===== src/rtl/alu4_sched.sv =====
// Round-robin scheduler sharing one 4-bit ALU between NUM_REQ valid/ready requesters.
// Optional ALU4_SCHED_STICKY_OVF_EN adds per-requester sticky overflow flags.
module alu4 (
    input  logic [1:0] op,
    input  logic [3:0] a,
    input  logic [3:0] b,
    output logic [3:0] result,
    output logic       overflow
);
    logic [4:0] wide;

    always_comb begin
        wide     = 5'd0;
        result   = 4'd0;
        overflow = 1'b0;
        case (op)
            2'd0: begin
                wide     = {1'b0, a} + {1'b0, b};
                result   = wide[3:0];
                overflow = wide[4];
            end
            2'd1: begin
                // bit 4 of the widened difference is the borrow
                wide     = {1'b0, a} - {1'b0, b};
                result   = wide[3:0];
                overflow = wide[4];
            end
            2'd2: result = a & b;
            default: result = a | b;
        endcase
    end
endmodule

module alu4_sched #(
    parameter int NUM_REQ = 4,
    parameter int ID_W    = 2
) (
    input  logic                 clk,
    input  logic                 rst_n,
    input  logic [NUM_REQ-1:0]   req_valid,
    output logic [NUM_REQ-1:0]   req_ready,
    input  logic [2*NUM_REQ-1:0] req_op,
    input  logic [4*NUM_REQ-1:0] req_a,
    input  logic [4*NUM_REQ-1:0] req_b,
    output logic                 rsp_valid,
    input  logic                 rsp_ready,
    output logic [ID_W-1:0]      rsp_id,
    output logic [3:0]           rsp_result,
    output logic                 rsp_overflow,
`ifdef ALU4_SCHED_STICKY_OVF_EN
    output logic [NUM_REQ-1:0]   ovf_sticky,
    input  logic [NUM_REQ-1:0]   ovf_clr,
`endif
    output logic                 busy
);
    typedef enum logic [1:0] {IDLE, EXEC, RESP} state_t;

    state_t          state_reg, state_next;
    logic [ID_W-1:0] ptr_reg, ptr_next;
    logic [1:0]      op_reg;
    logic [3:0]      a_reg, b_reg;
    logic [ID_W-1:0] id_reg;
    logic            rsp_valid_reg;
    logic [ID_W-1:0] rsp_id_reg;
    logic [3:0]      rsp_result_reg;
    logic            rsp_overflow_reg;

    logic [1:0]      op_arr [NUM_REQ];
    logic [3:0]      a_arr  [NUM_REQ];
    logic [3:0]      b_arr  [NUM_REQ];
    logic            grant_found;
    logic [ID_W-1:0] grant_idx;
    logic            capture, load_rsp, rsp_done;
    logic [3:0]      alu_result;
    logic            alu_overflow;

    genvar gi;
    generate
        for (gi = 0; gi < NUM_REQ; gi++) begin : g_unpack
            assign op_arr[gi] = req_op[2*gi +: 2];
            assign a_arr[gi]  = req_a[4*gi +: 4];
            assign b_arr[gi]  = req_b[4*gi +: 4];
        end
    endgenerate

    // First valid requester at or after the pointer, wrapping within NUM_REQ.
    always_comb begin
        int idx;
        grant_found = 1'b0;
        grant_idx   = '0;
        idx         = 0;
        for (int k = 0; k < NUM_REQ; k++) begin
            idx = int'(ptr_reg) + k;
            if (idx >= NUM_REQ) idx = idx - NUM_REQ;
            if (!grant_found && req_valid[idx]) begin
                grant_found = 1'b1;
                grant_idx   = ID_W'(idx);
            end
        end
    end

    always_comb begin
        state_next = state_reg;
        ptr_next   = ptr_reg;
        req_ready  = '0;
        capture    = 1'b0;
        load_rsp   = 1'b0;
        rsp_done   = 1'b0;
        case (state_reg)
            IDLE: begin
                if (grant_found) begin
                    req_ready  = NUM_REQ'(1) << grant_idx;
                    capture    = 1'b1;
                    ptr_next   = (grant_idx == ID_W'(NUM_REQ - 1)) ? '0 : grant_idx + 1'b1;
                    state_next = EXEC;
                end
            end
            EXEC: begin
                load_rsp   = 1'b1;
                state_next = RESP;
            end
            RESP: begin
                if (rsp_ready) begin
                    rsp_done   = 1'b1;
                    state_next = IDLE;
                end
            end
            default: state_next = IDLE;
        endcase
    end

    alu4 u_alu4 (
        .op       (op_reg),
        .a        (a_reg),
        .b        (b_reg),
        .result   (alu_result),
        .overflow (alu_overflow)
    );

    always_ff @(posedge clk or negedge rst_n) begin
        if (!rst_n) begin
            state_reg        <= IDLE;
            ptr_reg          <= '0;
            op_reg           <= '0;
            a_reg            <= '0;
            b_reg            <= '0;
            id_reg           <= '0;
            rsp_valid_reg    <= 1'b0;
            rsp_id_reg       <= '0;
            rsp_result_reg   <= '0;
            rsp_overflow_reg <= 1'b0;
        end else begin
            state_reg <= state_next;
            ptr_reg   <= ptr_next;
            if (capture) begin
                op_reg <= op_arr[grant_idx];
                a_reg  <= a_arr[grant_idx];
                b_reg  <= b_arr[grant_idx];
                id_reg <= grant_idx;
            end
            if (load_rsp) begin
                rsp_valid_reg    <= 1'b1;
                rsp_id_reg       <= id_reg;
                rsp_result_reg   <= alu_result;
                rsp_overflow_reg <= alu_overflow;
            end else if (rsp_done) begin
                rsp_valid_reg <= 1'b0;
            end
        end
    end

`ifdef ALU4_SCHED_STICKY_OVF_EN
    logic [NUM_REQ-1:0] sticky_reg;

    generate
        for (gi = 0; gi < NUM_REQ; gi++) begin : g_sticky
            always_ff @(posedge clk or negedge rst_n) begin
                if (!rst_n) begin
                    sticky_reg[gi] <= 1'b0;
                end else if (rsp_done && rsp_overflow_reg && rsp_id_reg == ID_W'(gi)) begin
                    sticky_reg[gi] <= 1'b1;
                end else if (ovf_clr[gi]) begin
                    sticky_reg[gi] <= 1'b0;
                end
            end
        end
    endgenerate

    assign ovf_sticky = sticky_reg;
`endif

    assign rsp_valid    = rsp_valid_reg;
    assign rsp_id       = rsp_id_reg;
    assign rsp_result   = rsp_result_reg;
    assign rsp_overflow = rsp_overflow_reg;
    assign busy         = (state_reg != IDLE);
endmodule


===== config.mk =====
export PLATFORM = sky130hd
export DESIGN_NAME = alu4_sched
export DESIGN_NICKNAME = d
export VERILOG_FILES = /design/src/rtl/alu4_sched.sv
export SDC_FILE = /design/constraint.sdc
export NUM_CORES = 1
export LEC_CHECK = 0
export ABC_CLOCK_PERIOD_IN_PS = 5700
export CORE_MARGIN = 1.5
export CORE_UTILIZATION = 49
export CTS_CLUSTER_SIZE = 14
export DETAILED_ROUTE_END_ITERATION = 12
export GPL_TIMING_DRIVEN = 0
export PLACE_DENSITY_LB_ADDON = 0.08
export SETUP_SLACK_MARGIN = 0.2
export SLEW_MARGIN = 0
export SYNTH_ARGS = -nofsm -noshare
export SYNTH_HDL_FRONTEND = slang
export SYNTH_HIERARCHICAL = 1
export SYNTH_SLANG_ARGS = --single-unit

===== constraint.sdc =====
create_clock -name clk -period 5.7 [get_ports clk]
set_clock_uncertainty 0.2 [all_clocks]
set_input_delay 0.57 -clock clk [delete_from_list [all_inputs] [get_ports clk]]
set_output_delay 0.57 -clock clk [all_outputs]
set_load 0.005 [all_outputs]

# Word-level counts from Yosys, hierarchy flattened
# Cells that the tools add are included.
[word_totals]
reg_bits = 24
wordCells = 100
[classes]
n_addsub = 10
order_cmp = 9
eq_ne = 7
shift = 1
mux = 48
bitwise = 3
n_reduce_logical = 12
[ops]
columns = ["operator", "count"]
rows = [
  ["$lt A32 B4 Y1 const B", 4],
  ["$mux W32", 4],
  ["$mux W4", 6],
  ["$mux W1", 19],
  ["$mux W2", 9],
  ["$bmux W4 S2", 2],
  ["$ge A3 B3 Y1 const B", 4],
  ["$pmux W4 S3", 1],
  ["$sub A3 B3 Y4 const B", 3],
  ["$bmux W1 S2", 4],
  ["$add A2 B2 Y3 const B", 2],
  ["$eq A2 B2 Y1 const B", 3],
  ["$pmux W2 S3", 1],
  ["$add A4 B4 Y5", 1],
  ["$sub A4 B4 Y5", 1],
  ["$and A4 B4 Y4", 1],
  ["$bmux W2 S2", 1],
  ["$eq A2 B1 Y1 const B", 2],
  ["$logic_not A2 Y1", 2],
  ["$ne A2 B2 Y1 const B", 2],
  ["$or A4 B4 Y4", 1],
  ["$reduce_and A2 Y1", 2],
  ["$reduce_bool A2 Y1", 2],
  ["$shl A1 B2 Y4 const A", 1],
  ["other kinds (8)", 12],
]

# Logic depth before layout (Yosys ltp)
[depth]
depth_word = 19
depth_mapped = 9
ltp_nobuf = 9

# Hierarchy
# Netlist, hierarchy kept.
[modules_own_cells]
columns = ["module", "instances", "cells_each", "area_each_um2", "seq_area_each_um2"]
rows = [
  ["alu4_sched", 1, 117, 1282.5, 600.6],
  ["alu4", 1, 57, 450.4, 0.0],
]

# Worst setup path before layout
# OpenSTA, ideal clock, no wires.
[synth_path]
path_kind = "input-to-output"
start = "in req_valid[2]"
end = "out req_ready[3]"
arrival_time_ps = 1659
required_time_ps = 4930
setup_slack_ps = 3271
stages = 8
n_path_buf = 2
cell_sequence = "or2b_1 > a21oi_1 > a211o_1 > buf_6 > buf_8 > inv_1 > ha_1 > and2_1"
[synth_between]
elab_chain_cells = 16
word_cells_on_any_way = 29
[synth_rtl]
columns = ["item", "line", "source"]
rows = [
  ["start: declaration", "40", "input logic [NUM_REQ-1:0] req_valid,"],
  ["$bmux W1 S2", "95", "if (!grant_found && req_valid[idx]) begin"],
  ["$mux W1 (implied by the code) (2 in series)", "95", ""],
  ["$mux W1", "95", ""],
  ["$logic_not A1 Y1", "95", ""],
  ["$logic_and A1 B1 Y1", "95", ""],
  ["$mux W1", "95", ""],
  ["$logic_not A1 Y1", "95", ""],
  ["$logic_and A1 B1 Y1", "95", ""],
  ["$mux W1", "95", ""],
  ["$logic_not A1 Y1", "95", ""],
  ["$logic_and A1 B1 Y1", "95", ""],
  ["$mux W2", "95", ""],
  ["$shl A1 B2 Y4", "112", "req_ready = NUM_REQ'(1) << grant_idx;"],
  ["$mux W4 (*)", "111", "if (grant_found) begin"],
  ["$mux W4 (*)", "109", "case (state_reg)"],
  ["end: declaration", "41", "output logic [NUM_REQ-1:0] req_ready,"],
]
# Every way passes the cells marked *; elsewhere a longest branch is shown, timed or not. The select of a mux whose other input is x is not followed.

# Final worst setup path
[layout_path]
start = "in req_valid[1]"
end = "out req_ready[3]"
# The elaborated chain is that of the path after synthesis.

==> results.py <==
metrics = {
    "run_status": {
        "status": "finished clean",
    },
    "cts": {
        "cts_hold_buf": 0,
        "clkTransAtPathRegs_ns": 0.14,
        "post-cts-setup-buffers": 0,
        "clockRootBuffer": "clkbuf_4",
        "cts_buffer_depth": 2,
        "h-tree-depth": 1,
        "cts.sinks": 24,
        "numCtsBuffers": 3,
        "clk_latency_ns": 0.33,
        "cts_tree": "built",
        "cts_resized": 0,
    },
    "setup_path": {
        "path_buf_inv": 5,
        "r2r_cells": 6,
        "cp_max_fo": 10,
        "endpoint": "req_ready[3]",
        "worst-setup-path-type": "primary input to primary output",
        "cp_num_cells": 10,
        "critPathSlowestCell": "clkdlybuf4s50_1",
        "slowest_delay_ns": 0.52,
        "crit_arrival_ns": 2.69,
        "r2r_setup_slack_ns": 3.43,
        "worstSetupStartpoint": "req_valid[1]",
        "crit_chain": "clkdlybuf4s50_1, or2b_1, a21oi_1, a211o_1, buf_6, buf_8, inv_1, ha_1, and2_1, clkdlybuf4s50_1",
        "cp.required_ns": 4.93,
        "endpoint_kind": "primary output",
        "regToRegStartpoint": "a_reg[0]",
        "startpoint_type": "primary input",
        "critPathTopFamily": "buffers and inverters",
        "r2r-end": "rsp_result[1]",
        "cp_common_cell": "clkdlybuf4s50_1",
    },
    "drt": {
        "routed_wl_mm": 4.166,
        "via_per_inst": 5.371,
        "vias": 1520,
        "avgRoutedWirePerCell_um": 14.72,
        "drtAntennaViolNets": 0,
        "drc": 0,
        "drtIter0Drc": 91,
        "first_pass_iters": 4,
    },
    "power_and_ir_drop": {
        "p_leak_uw": 0.001138,
        "power_density_mw_per_mm2": 504.5,
        "power_uw": 1228,
        "ir_drop_mv": 0.2447,
    },
    "synth": {
        "synth_nets": 236,
        "synthArstFlopShare": 1.000,
        "synth_top_area_cell": "dfrtp_1",
        "synth_edf_count": 0,
        "ys_warn_count": 6,
        "yosysUniqueCellTypes": 42,
        "yosysTopAreaCellShare": 0.3466,
        "synthTopCellsByArea": "dfrtp_1 35%, mux2i_1 12%, ha_1 9.4%, mux2_2 5.2%, o221ai_1 5.1%",
        "ys_ff_latch": 24,
        "synth_ff_type": "dfrtp_1",
        "avgSynthCellArea_um2": 9.959,
        "yosysSeqAreaShare": 0.3466,
        "synthCells": 174,
        "syn-cell-area_mm2": 0.001733,
    },
    "sta": {
        "worst_hold_slack_ns": 0.3027,
        "period_needed_ns": 3.458,
        "rsz0062_at_grt": "no",
        "drv_slew": 0,
        "setup_ws_ns": 2.242,
        "setup_viol": 0,
        "relSlewSlack": 0.2663,
        "tightest_slew_ns": 1.097,
        "hold_viol": 0,
        "setup_tns_ns": 0,
        "period_share": 0.6067,
        "fmaxAchievable_mhz": 289.2,
    },
    "die": {
        "fp.coreArea_mm2": 0.003363,
        "die_w_um": 62.47,
        "floorplan.initialDensity": 0.5153,
        "dieArea_mm2": 0.003903,
        "die_y_um": 62.47,
        "io-pin-count": 60,
        "rows": 21,
    },
    "worst_hold_path": {
        "hold_path_class": "register to register",
    },
    "layout": {
        "final_net_count": 300,
        "diodes": 0,
        "final_cells": 283,
        "seq_area_um2": 600.6,
        "multi_input_area_um2": 970.9,
        "areaGrowthSynthToFinish_pct": 40.43,
        "fill_cells": 277,
        "drive_above_1_share": 0.1097,
    },
    "place": {
        "port-buffer-count": 59,
        "numPlacedInstances": 279,
        "hpwl_mm": 3.355,
        "place_ws_ns": 2.239,
        "routabilityCongestion": 0.8514,
    },
    "global_route": {
        "grt_start_max_net_pins": 25,
        "grt_pass1_wl_mm": 6.844,
        "grt.overflow.total": 0,
        "grt_pass1_vias": 1511,
        "antenna_found_initial": 0,
        "track_usage": 0.2221,
    },
    "job": {
        "maxCapViolations": 0,
    },
}
==> through the flow <==
step / utilization / cell area (um^2)
after floorplan: - / 1733
after global placement: 0.7080 / 2381
after detailed placement: 0.7080 / 2381
after CTS: 0.7236 / 2434
after global routing: 0.7236 / 2434
final: 0.7236 / 2434
==> how the worst min path moves through the flow <==
stage / start / endpoint / slack, ns / cells after the start
2_1_floorplan: rst_n / a_reg[0] / 0.07 / 0
3_3_place_gp: id_reg[0] / id_reg[0] / 0.26 / 1
3_5_place_dp: id_reg[1] / id_reg[1] / 0.28 / 2
4_1_cts: id_reg[1] / id_reg[1] / 0.31 / 2
5_1_grt: id_reg[1] / id_reg[1] / 0.35 / 2
6_report: id_reg[1] / id_reg[1] / 0.30 / 2
==> cells in the final DEF (no fill, tap or decap), drive strengths merged, types with 2 or more instances in the layout <==
cell type	n
inv	19
a211o	2
o21ai	3
clkbuf	5
mux2	8
a21oi	10
nor2	10
a21o	2
and2	2
ha	13
dfrtp	24
buf	7
or2	2
fa	2
clkdlybuf4s50	59
mux2i	21
o221ai	10
or2b	2
nand2b	2
nand2	18
==> cell type report <==
| class | count | share of cell area |
|---|---|---|
| sequential | 24 | 0.2468 |
| timing repair buffer | 59 | 0.2427 |
| clock buffer | 3 | 0.009255 |
| inverter | 20 | 0.03136 |
| clock inverter | 1 | 0.01234 |
| buffer | 9 | 0.03496 |
| tap | 46 | 0.02365 |
| multi-input combinational | 121 | 0.3990 |
==> Yosys cell counts, types with 2 or more instances <==
library cell  count
mux2_2            8
buf_6             2
nand2_1          18
nor2_1           10
ha_1             13
o21ai_0           3
a21o_1            2
dfrtp_1          24
inv_1            18
fa_1              2
and2_1            2
buf_4             2
mux2i_1          21
clkbuf_1          2
a21oi_1          10
o221ai_1         10
nand2b_1          2
==> per-layer routing <==
metal,wire length (um),vias up,global-route usage
met4,46,0,0.06389
met1,1722,724,0.2607
met2,2156,57,0.4113
met5,0,-,0
li1,-,734,-
met3,239,5,0.03964
==> tightest hold or removal path, delay by kind of cell (launching register included) <==
family	cells	cell delay (ns)
flip-flops	1	0.37
AND/OR/NAND/NOR	2	0.11
==> cells by family after synthesis <==
kind of cell             share of synthesized area
AO/OA/AOI/OAI                               0.1415
multiplexers                                0.1863
AND/OR/NAND/NOR                             0.1105
XOR/XNOR                                  0.005055
flip-flops                                  0.3466
adder cells (fa/ha/maj)                     0.1170
buffers and inverters                      0.09313
==> where the power goes <==
| group | internal (uW) | total [uW] | switching [uW] |
|---|---|---|---|
| Combinational | 409 | 774 | 365 |
| Clock | 71.2 | 126 | 54.8 |
| Sequential | 257 | 328 | 70.6 |
Power figures use the tool's default switching activity.
